## src/rtl/linebuf_reader_pkg.sv

```systemverilog
// rtl/linebuf_reader_pkg.sv - shared types, defaults and pixel helpers for the line buffer reader
package linebuf_pkg;

    typedef enum logic [1:0] {
        IDLE   = 2'd0,
        ACTIVE = 2'd1,
        HBLANK = 2'd2
    } state_t;

    localparam int RD_LATENCY_DEFAULT = 2;

    // Address width of the line buffer RAM shared with the write path
    localparam int RAM_WIDTH_DEFAULT = 19;

    typedef struct packed {
        logic [7:0] red;
        logic [7:0] green;
        logic [7:0] blue;
    } pixel_t;

    function automatic pixel_t unpack_pixel(input logic [23:0] word);
        return pixel_t'(word);
    endfunction

    function automatic logic [23:0] pack_pixel(input pixel_t px);
        return {px.red, px.green, px.blue};
    endfunction

endpackage

```

## src/rtl/linebuf_reader_sig_delay.sv

```systemverilog
// rtl/linebuf_reader_sig_delay.sv - synchronous-reset shift register for control flag alignment
module sig_delay #(
    parameter int DEPTH = 1,
    parameter int WIDTH = 1
) (
    input  logic             clock,
    input  logic             reset,
    input  logic [WIDTH-1:0] din,
    output logic [WIDTH-1:0] dout
);

    logic [WIDTH-1:0] stages [DEPTH];

    // Shift the flags one stage per clock; reset flushes every stage
    always_ff @(posedge clock) begin
        if (reset) begin
            for (int i = 0; i < DEPTH; i++) begin
                stages[i] <= '0;
            end
        end else begin
            stages[0] <= din;
            for (int i = 1; i < DEPTH; i++) begin
                stages[i] <= stages[i-1];
            end
        end
    end

    assign dout = stages[DEPTH-1];

endmodule

```

## src/rtl/linebuf_reader.sv

```systemverilog
// rtl/linebuf_reader.sv - frame/line timing, RAM read sweep and pixel alignment for the line buffer
module linebuf_reader
    import linebuf_pkg::*;
#(
    parameter int H_ACTIVE   = 640,
    parameter int H_TOTAL    = 858,
    parameter int V_ACTIVE   = 480,
    parameter int V_TOTAL    = 525,
    parameter int RD_LATENCY = RD_LATENCY_DEFAULT,
    parameter int RAM_WIDTH  = RAM_WIDTH_DEFAULT
) (
    input  logic                 clock,
    input  logic                 reset,
    input  logic                 starttrigger,
    output logic [RAM_WIDTH-1:0] rdaddr,
    input  logic [23:0]          rddata,
    output logic [7:0]           out_red,
    output logic [7:0]           out_green,
    output logic [7:0]           out_blue,
    output logic                 out_de,
    output logic                 out_hstart,
    output logic                 out_vstart,
    output logic                 busy,
    output logic                 retrigger
);

    // Counter widths leave room for the terminal counts so comparisons never truncate
    localparam int HW = $clog2(H_TOTAL + 1);
    localparam int VW = $clog2(V_TOTAL + 1);

    localparam logic [HW-1:0] H_ACT_LAST = HW'(H_ACTIVE - 1);
    localparam logic [HW-1:0] H_LAST     = HW'(H_TOTAL - 1);
    localparam logic [VW-1:0] V_ACT      = VW'(V_ACTIVE);
    localparam logic [VW-1:0] V_LAST     = VW'(V_TOTAL - 1);

    state_t               state;
    logic [HW-1:0]        hcnt;
    logic [VW-1:0]        vcnt;
    logic [RAM_WIDTH-1:0] addr;

    logic       rd;
    logic       line_start;
    logic       frame_start;
    logic [2:0] flags_dly;
    pixel_t     px_q;

    // Reads happen only on active lines; vertical blank lines walk the timing without touching RAM
    assign rd          = (state == ACTIVE) && (vcnt < V_ACT);
    assign line_start  = rd && (hcnt == '0);
    assign frame_start = line_start && (vcnt == '0);

    assign rdaddr = addr;

    // Frame sequencer: trigger acceptance, h/v counting and address sweep
    always_ff @(posedge clock) begin
        if (reset) begin
            state     <= IDLE;
            hcnt      <= '0;
            vcnt      <= '0;
            addr      <= '0;
            busy      <= 1'b0;
            retrigger <= 1'b0;
        end else begin
            retrigger <= starttrigger && busy;
            case (state)
                IDLE: begin
                    if (starttrigger) begin
                        state <= ACTIVE;
                        hcnt  <= '0;
                        vcnt  <= '0;
                        addr  <= '0;
                        busy  <= 1'b1;
                    end
                end
                ACTIVE: begin
                    if (rd) begin
                        addr <= addr + RAM_WIDTH'(1);
                    end
                    hcnt <= hcnt + HW'(1);
                    if (hcnt == H_ACT_LAST) begin
                        state <= HBLANK;
                    end
                end
                HBLANK: begin
                    if (hcnt == H_LAST) begin
                        hcnt <= '0;
                        if (vcnt == V_LAST) begin
                            vcnt  <= '0;
                            state <= IDLE;
                            busy  <= 1'b0;
                        end else begin
                            vcnt  <= vcnt + VW'(1);
                            state <= ACTIVE;
                        end
                    end else begin
                        hcnt <= hcnt + HW'(1);
                    end
                end
                default: begin
                    state <= IDLE;
                    busy  <= 1'b0;
                end
            endcase
        end
    end

    // Delay the read strobe and markers until the RAM data for that address arrives
    sig_delay #(
        .DEPTH (RD_LATENCY),
        .WIDTH (3)
    ) u_flag_delay (
        .clock (clock),
        .reset (reset),
        .din   ({rd, line_start, frame_start}),
        .dout  (flags_dly)
    );

    // Final alignment stage: capture RAM data with its markers, blank the pixel outside reads
    always_ff @(posedge clock) begin
        if (reset) begin
            px_q       <= '0;
            out_de     <= 1'b0;
            out_hstart <= 1'b0;
            out_vstart <= 1'b0;
        end else begin
            out_de     <= flags_dly[2];
            out_hstart <= flags_dly[1];
            out_vstart <= flags_dly[0];
            px_q       <= flags_dly[2] ? unpack_pixel(rddata) : '0;
        end
    end

    assign out_red   = px_q.red;
    assign out_green = px_q.green;
    assign out_blue  = px_q.blue;

endmodule

```

## config.mk

```make
export PLATFORM = sky130hd
export DESIGN_NAME = linebuf_reader
export DESIGN_NICKNAME = d
export VERILOG_FILES = /design/src/rtl/linebuf_reader_pkg.sv /design/src/rtl/linebuf_reader_sig_delay.sv /design/src/rtl/linebuf_reader.sv
export SDC_FILE = /design/constraint.sdc
export NUM_CORES = 1
export LEC_CHECK = 0
export BUFFER_PORTS_ARGS = -buffer_cell sky130_fd_sc_hd__buf_2
export CAP_MARGIN = 40
export CELL_PAD_IN_SITES_DETAIL_PLACEMENT = 0
export CELL_PAD_IN_SITES_GLOBAL_PLACEMENT = 1
export CORE_UTILIZATION = 40
export DETAILED_ROUTE_END_ITERATION = 7
export GPL_TIMING_DRIVEN = 0
export PLACE_DENSITY_LB_ADDON = 0.1
export SETUP_SLACK_MARGIN = 0.4
export SYNTH_ARGS = -nofsm -noshare
export SYNTH_HDL_FRONTEND = slang
export SYNTH_SLANG_ARGS = --single-unit
```

## constraint.sdc

```tcl
create_clock -name clock -period 3.14 [get_ports clock]
set_clock_uncertainty 0.15 [all_clocks]
set_input_delay 0.157 -clock clock [delete_from_list [all_inputs] [get_ports clock]]
set_output_delay 0.157 -clock clock [all_outputs]
set_load 0.02 [all_outputs]
```

**Yosys cells after proc, flatten, opt, wreduce, memory -nomap -nowiden**

Memory sizes are Yosys's and may differ from the RTL's.
Index checks and enable logic that the tools add are counted.

- Bits in registers: 70
- Memory bits (writable): 6
- Input port bits: 27
- Output and inout port bits: 48
- Word-level logic and storage cells: 70
- Memories kept: 1

Memories:

| name | depth | width | read ports | clocked after memory_dff | write ports | RTL line | source |
|---|---|---|---|---|---|---|---|
| u_flag_delay.stages | 2 | 3 | 2 | 0 | 2 | linebuf_reader_sig_delay.sv:12 | `logic [WIDTH-1:0] stages [DEPTH];` |

- Add/subtract/negate cells: 3
- Order comparisons: 1
- Equal/unequal tests: 10
- Mux-type cells: 23
- Bitwise operators: 4
- Reductions and logical operators: 16

Operators by type and width:

| cell | count |
|---|---|
| $mux 10 | 4 |
| $mux 19 | 2 |
| $pmux 19 s2 | 1 |
| $eq 10x10->1 const B | 3 |
| $pmux 10 s3 | 1 |
| $add 10x1->10 const B | 2 |
| $logic_not 10->1 | 2 |
| $pmux 10 s2 | 1 |
| $add 19x1->19 const B | 1 |
| $lt 10x9->1 const B | 1 |
| $reduce_and 3->1 | 3 |
| $ne 2x2->1 const B | 4 |
| $mux 1 | 7 |
| $mux 2 | 3 |
| $mux 3 | 2 |
| $pmux 2 s3 | 1 |
| $logic_and 1x1->1 | 4 |
| $reduce_and 4->1 | 1 |
| $reduce_bool 2->1 | 2 |
| $pmux 1 s3 | 1 |
| $reduce_bool 3->1 | 1 |
| $eq 2x1->1 const B | 1 |
| $eq 2x2->1 const B | 1 |
| $logic_not 2->1 | 1 |
| 5 further kinds | 7 |

**Depth between registers and ports, before layout**

- Depth after elaboration: 5
- Depth in mapped cells: 8
- Gate-level depth less buffers: 7

**Modules after synthesis**

A second synthesis with hierarchy kept.

- Cells, all modules: 352
- Area, all modules: 3206.8 um^2

By module, submodules not included:

| module | instances | cells each | area an instance (um^2) | sequential area each (um^2) |
|---|---|---|---|---|
| linebuf_reader | 1 | 337 | 3026.7 | 1401.3 |
| sig_delay | 1 | 15 | 180.2 | 120.1 |

**Worst setup path after synthesis**

Ideal clock, no wire load.

- Kind: reg-to-reg
- Start point: register vcnt[0]
- End point: register vcnt[7]
- Setup time: 0.125 ns
- Arrival time: 1.902 ns
- Data required time: 2.865 ns
- Path slack: 0.964 ns
- Stages on the path, launching flop included: 9
- Buffers on the path: 1
- Clock period less this slack: 2.176 ns
- Cell sequence: dfxtp_1 -> inv_1 -> ha_1 -> or4b_1 -> o311ai_4 -> or3_1 -> clkbuf_2 -> nand2b_1 -> o31ai_1

- Longest elaborated chain between the ends: 4
- Elaborated cells between the ends (all ways): 5
- Those cells by class: add/sub (1); eq/ne (1); mux (3)

Ends and longest elaborated chain:

| what | RTL line | source |
|---|---|---|
| start: declaration | linebuf_reader.sv:38 | `logic [VW-1:0] vcnt;` |
| start signal: assignment | linebuf_reader.sv:92 | `vcnt <= vcnt + VW'(1);` |
| $add 10x1->10 / $eq 10x10->1 (equally long branches) | linebuf_reader.sv:92, linebuf_reader.sv:87 |  |
| $mux 10 (*) | linebuf_reader.sv:87 | `if (vcnt == V_LAST) begin` |
| $mux 10 (*) | linebuf_reader.sv:85 | `if (hcnt == H_LAST) begin` |
| $pmux 10 s2 (*) | linebuf_reader.sv:65 | `case (state)` |

Mark *: on every way between the ends. The rest lies on a longest branch, timed or not. The select of a mux whose other input is x is not followed.
A chain may end at the register's enable or synchronous reset.

**Worst setup path after layout**

- Start point: register state[0]
- End point: register hcnt[6]

- Longest elaborated chain between the ends: 3
- Elaborated cells between the ends (all ways): 7
- Those cells by class: eq/ne (3); mux (1); reduce/logical (3)

Ends and longest elaborated chain:

| what | RTL line | source |
|---|---|---|
| start: declaration | linebuf_reader.sv:36 | `state_t state;` |
| start signal: assignment | linebuf_reader.sv:57 | `state <= IDLE;` |
| start signal: assignment | linebuf_reader.sv:68 | `state <= ACTIVE;` |
| start signal: assignment | linebuf_reader.sv:81 | `state <= HBLANK;` |
| $eq 2x1->1, or another cell as far along | linebuf_reader.sv:65 |  |
| $reduce_bool 3->1 (no line) / $ne 2x2->1 (equally long branches) | n/a |  |
| $reduce_and 2->1 (no line) | n/a |  |
| end signal: assignment | linebuf_reader.sv:79 | `hcnt <= hcnt + HW'(1);` |
| end signal: assignment | linebuf_reader.sv:96 | `hcnt <= hcnt + HW'(1);` |
| end: declaration | linebuf_reader.sv:37 | `logic [HW-1:0] hcnt;` |

Several ways; a longest one is shown, not always the timed one.

==> metrics.txt <==
# TYPE chip_impl_metric gauge
chip_impl_metric{name="timing.slew.headroom",unit=""} 0.553
chip_impl_metric{name="cts.path.max_buffers",unit=""} 2
chip_impl_info{name="cts_tree",value="done"} 1
chip_impl_metric{name="area_enclosed_by_the_die_boundary",unit="um^2"} 8240
chip_impl_info{name="synth.top_cells.by_area",value="sky130_fd_sc_hd__dfxtp_1 48%, sky130_fd_sc_hd__and2_1 5.2%, sky130_fd_sc_hd__xnor2_1 4.2%"} 1
chip_impl_metric{name="postSynthAreaPerCell",unit="um^2"} 9.20
chip_impl_info{name="min-delay-path-class",value="primary input to flop"} 1
chip_impl_metric{name="max_freq",unit="GHz"} 0.398
chip_impl_metric{name="power_density_normalized_to_cell_area",unit="nW/um^2"} 562
chip_impl_metric{name="max_stage_delay_on_crit_path",unit="ps"} 450
chip_impl_metric{name="register_area",unit="um^2"} 1520
chip_impl_metric{name="total_internal_power",unit="uW"} 1530
chip_impl_info{name="worst_path_max_delay_cell",value="sky130_fd_sc_hd__a2111o_1"} 1
chip_impl_metric{name="crit_path_max_fanout",unit=""} 7
chip_impl_metric{name="drt_wl_total",unit="um"} 7370
chip_impl_metric{name="logic_pwr_share",unit=""} 0.235
chip_impl_info{name="critPathLaunchType",value="flop"} 1
chip_impl_metric{name="fin_util",unit=""} 0.532
chip_impl_metric{name="total_number_of_vias",unit=""} 2740
chip_impl_metric{name="cts.sinks",unit=""} 76
chip_impl_metric{name="synth-warning-count",unit=""} 0
chip_impl_metric{name="grt_first_pass_wirelength",unit="um"} 12600
chip_impl_metric{name="filler_cell_count",unit=""} 768
chip_impl_info{name="synth.largest_area_cell",value="sky130_fd_sc_hd__dfxtp_1"} 1
chip_impl_metric{name="wl_per_cell",unit="um"} 13.1
chip_impl_info{name="path_delay_family",value="compound AO/OA/AOI/OAI gates"} 1
chip_impl_metric{name="layout-drive-gt1-share",unit=""} 0.211
chip_impl_metric{name="synth.ff_latch_count",unit=""} 76
chip_impl_metric{name="fin_tns_setup",unit="ps"} 0
chip_impl_metric{name="maxSlewViolCount",unit=""} 0
chip_impl_metric{name="grt_antenna_before_repair",unit=""} 0
chip_impl_metric{name="psw",unit="uW"} 771
chip_impl_info{name="clk_root_buffer_cell",value="sky130_fd_sc_hd__clkbuf_8"} 1
chip_impl_metric{name="cts_post_setup_buffers_inserted",unit=""} 0
chip_impl_metric{name="crit_required",unit="ps"} 3260
chip_impl_metric{name="leakagePower",unit="uW"} 0.00169
chip_impl_metric{name="worst_slack",unit="ps"} 628
chip_impl_metric{name="h-tree-depth",unit=""} 3
chip_impl_metric{name="port_buffers",unit=""} 74
chip_impl_metric{name="tritoncts.num_buffers",unit=""} 9
chip_impl_metric{name="fraction_of_met2_tracks_used_by_global_routing",unit=""} 0.301
chip_impl_metric{name="clk_pin_slew",unit="ps"} 90
chip_impl_info{name="crit_path_end_kind",value="flop"} 1
chip_impl_metric{name="cap_viol_max_count",unit=""} 0
chip_impl_metric{name="finalCriticalPeriod",unit="ps"} 2510
chip_impl_metric{name="synth_fp_nets",unit=""} 380
chip_impl_metric{name="post_synthesis_sequential_area_ratio",unit=""} 0.482
chip_impl_metric{name="core_region_area",unit="um^2"} 7690
chip_impl_metric{name="syn-cell-area",unit="um^2"} 3150
chip_impl_metric{name="hold_violations",unit=""} 0
chip_impl_metric{name="grt_start_max_net_pins",unit=""} 15
chip_impl_metric{name="initial_utilization",unit=""} 0.410
chip_impl_metric{name="seqPwrFrac",unit=""} 0.461
chip_impl_metric{name="multi_input_comb_area",unit="um^2"} 1530
chip_impl_metric{name="grt_util_all_layers",unit=""} 0.191
chip_impl_metric{name="timing.critical_path.buf_inv",unit=""} 3
chip_impl_metric{name="worst_slew_pin_slew",unit="ps"} 671
chip_impl_metric{name="n_antenna_cell",unit=""} 0
chip_impl_metric{name="synth.top_cell.area_share",unit=""} 0.482
chip_impl_info{name="global_route.peak_usage_layer",value="met2"} 1
chip_impl_metric{name="setup_viol_count_final",unit=""} 0
chip_impl_metric{name="die_height",unit="um"} 90.8
chip_impl_metric{name="floorplan.die.width",unit="um"} 90.8
chip_impl_metric{name="vias_in_the_first_global_route",unit=""} 2619
chip_impl_metric{name="antenna_left",unit=""} 0
chip_impl_metric{name="vdd_ir_max",unit="V"} 0.000278
chip_impl_metric{name="gr-total-overflow",unit=""} 0
chip_impl_metric{name="groute.layer.met3.usage",unit=""} 0.0387
chip_impl_metric{name="layout_worst_path_cycle_share",unit=""} 0.800
chip_impl_metric{name="pwr-share-clk",unit=""} 0.304
chip_impl_metric{name="critical_path_arrival",unit="ps"} 2630
chip_impl_info{name="run_status",value="finished clean"} 1
chip_impl_metric{name="netSwitchingFraction",unit=""} 0.335
chip_impl_metric{name="cts_hold_buffers",unit=""} 25
chip_impl_metric{name="clock_latency",unit="ps"} 350
chip_impl_metric{name="cts.repair.resized",unit=""} 0
chip_impl_metric{name="post_place_setup_slack",unit="ps"} 620
chip_impl_metric{name="io_pins",unit=""} 75
chip_impl_metric{name="via_per_inst",unit=""} 4.88
chip_impl_metric{name="core.rowCount",unit=""} 32
chip_impl_metric{name="finalWeightedCongestion",unit=""} 0.802
chip_impl_info{name="crit_top_cell",value="sky130_fd_sc_hd__o31ai_1"} 1
chip_impl_metric{name="post_synth_num_cell_types",unit=""} 44
chip_impl_metric{name="synthToLayoutAreaGrowth",unit="%"} 29.8
chip_impl_metric{name="drt_iter0_markers",unit=""} 79
chip_impl_metric{name="drt_pass1_iterations",unit=""} 4
chip_impl_metric{name="place.detailed.hpwl",unit="um"} 4900
chip_impl_info{name="cell_breakdown_of_the_critical_path",value="inv_1 -> ha_1 -> o31ai_1 -> buf_2 -> a2111o_1 -> or2_2 -> clkbuf_2 -> o31ai_1"} 1
chip_impl_metric{name="synth_cells",unit=""} 343
chip_impl_info{name="criticalPathCategory",value="flop to flop"} 1
chip_impl_metric{name="grt_met1_use",unit=""} 0.248
chip_impl_metric{name="finish.net_count",unit=""} 491
chip_impl_metric{name="number_of_remaining_drc_errors",unit=""} 0
chip_impl_info{name="rsz0062_at_grt",value="false"} 1
## per-stage QoR
step | area, um^2 | hold slack [ps] | cells | power [uW]
global route | 4090 | 87.2 | 561 | 2450
global placement | 3650 | 207 | 519 | 1590
floorplan | 3150 | 129 | 343 | 1440
finish | 4090 | 72.5 | 561 | 2300
detailed placement | 3660 | 210 | 520 | 1600
CTS | 4090 | 69.2 | 561 | 2330
## cells in the mapped netlist
library cell	n
sky130_fd_sc_hd__o311ai_4	1
sky130_fd_sc_hd__or2_2	2
sky130_fd_sc_hd__and4b_1	1
sky130_fd_sc_hd__a22oi_1	2
sky130_fd_sc_hd__nor3b_1	2
sky130_fd_sc_hd__nor2b_1	15
sky130_fd_sc_hd__nand2b_1	5
sky130_fd_sc_hd__or2_1	1
sky130_fd_sc_hd__nand3_1	11
sky130_fd_sc_hd__mux2_2	1
sky130_fd_sc_hd__a32oi_1	1
sky130_fd_sc_hd__a211oi_1	5
sky130_fd_sc_hd__and2_1	26
sky130_fd_sc_hd__a211o_1	1
sky130_fd_sc_hd__nor3_1	9
sky130_fd_sc_hd__a31oi_1	4
sky130_fd_sc_hd__o41ai_1	1
sky130_fd_sc_hd__and4_1	3
sky130_fd_sc_hd__or3_1	7
sky130_fd_sc_hd__o31ai_1	11
sky130_fd_sc_hd__o21bai_1	1
sky130_fd_sc_hd__mux2i_1	2
sky130_fd_sc_hd__clkbuf_1	8
sky130_fd_sc_hd__ha_1	10
sky130_fd_sc_hd__xnor2_1	15
sky130_fd_sc_hd__nor2_1	32
sky130_fd_sc_hd__xor2_1	1
sky130_fd_sc_hd__o21ai_0	19
sky130_fd_sc_hd__a2111o_1	1
sky130_fd_sc_hd__dfxtp_1	76
sky130_fd_sc_hd__a21o_1	1
sky130_fd_sc_hd__o22ai_1	1
sky130_fd_sc_hd__nand3b_1	2
sky130_fd_sc_hd__or4b_1	1
sky130_fd_sc_hd__buf_1	1
sky130_fd_sc_hd__clkbuf_2	2
sky130_fd_sc_hd__or3b_1	1
sky130_fd_sc_hd__a21oi_1	9
sky130_fd_sc_hd__and3_1	5
sky130_fd_sc_hd__inv_1	16
sky130_fd_sc_hd__nor4b_1	6
sky130_fd_sc_hd__nand2_1	17
sky130_fd_sc_hd__nand4_1	5
sky130_fd_sc_hd__nor4_1	2
## cells by family (layout without fill, tap and decap cells)
group	after synthesis	in the layout	synth area share
AOI/OAI and AO/OA	58	58	0.122
xor gates and xnor gates	16	16	0.0444
adders and majority gates	10	10	0.0397
buffers and inverters	27	143	0.0329
DFF	76	76	0.482
muxes	3	3	0.00992
and+or+nand+nor	153	153	0.269
## power by group through the flow
stage / clock network (uW) / registers, uW / logic (uW)
2_1_floorplan: 0 / 1110 / 333
3_3_place_gp: 0 / 1080 / 512
3_5_place_dp: 0 / 1080 / 514
4_1_cts: 726 / 1060 / 542
5_1_grt: 777 / 1070 / 606
6_report: 700 / 1060 / 541
## final timing paths
| path | cells past startpoint | end | slack (ps) | start |
|---|---|---|---|---|
| worst min-delay path | 3 | out_blue[0]$_SDFF_PP0_ | 70 | reset |
| worst min register to register | 1 | out_vstart$_SDFF_PP0_ | 280 | u_flag_delay.stages[0][3]$_SDFF_PP0_ |
| worst max-delay path | 8 | hcnt[6]$_SDFFE_PP0P_ | 630 | state[0]$_SDFFE_PP0P_ |
| worst max register to register | 8 | hcnt[6]$_SDFFE_PP0P_ | 630 | state[0]$_SDFFE_PP0P_ |
## cell usage in the layout, fill, tap and decap left out, types with 10 or more instances in the layout
cell type / synthesis / final
sky130_fd_sc_hd__buf_2: 0 / 75
sky130_fd_sc_hd__nand3_1: 11 / 11
sky130_fd_sc_hd__dfxtp_1: 76 / 76
sky130_fd_sc_hd__nand2_1: 17 / 17
sky130_fd_sc_hd__inv_1: 16 / 16
sky130_fd_sc_hd__o31ai_1: 11 / 11
sky130_fd_sc_hd__and2_1: 26 / 26
sky130_fd_sc_hd__xnor2_1: 15 / 15
sky130_fd_sc_hd__dlygate4sd3_1: 0 / 25
sky130_fd_sc_hd__clkbuf_8: 0 / 10
sky130_fd_sc_hd__o21ai_0: 19 / 19
sky130_fd_sc_hd__ha_1: 10 / 10
sky130_fd_sc_hd__nor2_1: 32 / 32
sky130_fd_sc_hd__nor2b_1: 15 / 15
## registers in the layout, indices dropped and copies added, names as in the netlist, 2 cells and up
register,count
u_flag_delay.stages,6
state,2
vcnt,10
out_blue,8
out_green,8
hcnt,10
rdaddr,19
out_red,8
## routing by layer
metal,vias to the layer above,wire length (um)
met2,62,3320
met3,15,268
li1,1417,-
met5,-,0
met1,1246,3630
met4,0,150
## layout make-up
class                           count  share of cell area
Multi-Input combinational cell    240               0.374
Sequential cell                    76               0.372
Timing Repair Buffer              100               0.153
Clock buffer                       10              0.0336
Tap cell                          102              0.0312
Inverter                           16              0.0147
Clock inverter                      6              0.0116
Buffer                             11              0.0107
## worst min-delay path, cell delays in order
cell                      delay, ps
sky130_fd_sc_hd__buf_2          120
sky130_fd_sc_hd__nor2b_1        100
sky130_fd_sc_hd__and2_1         170
No activity file was read; power rests on OpenSTA's default activity.
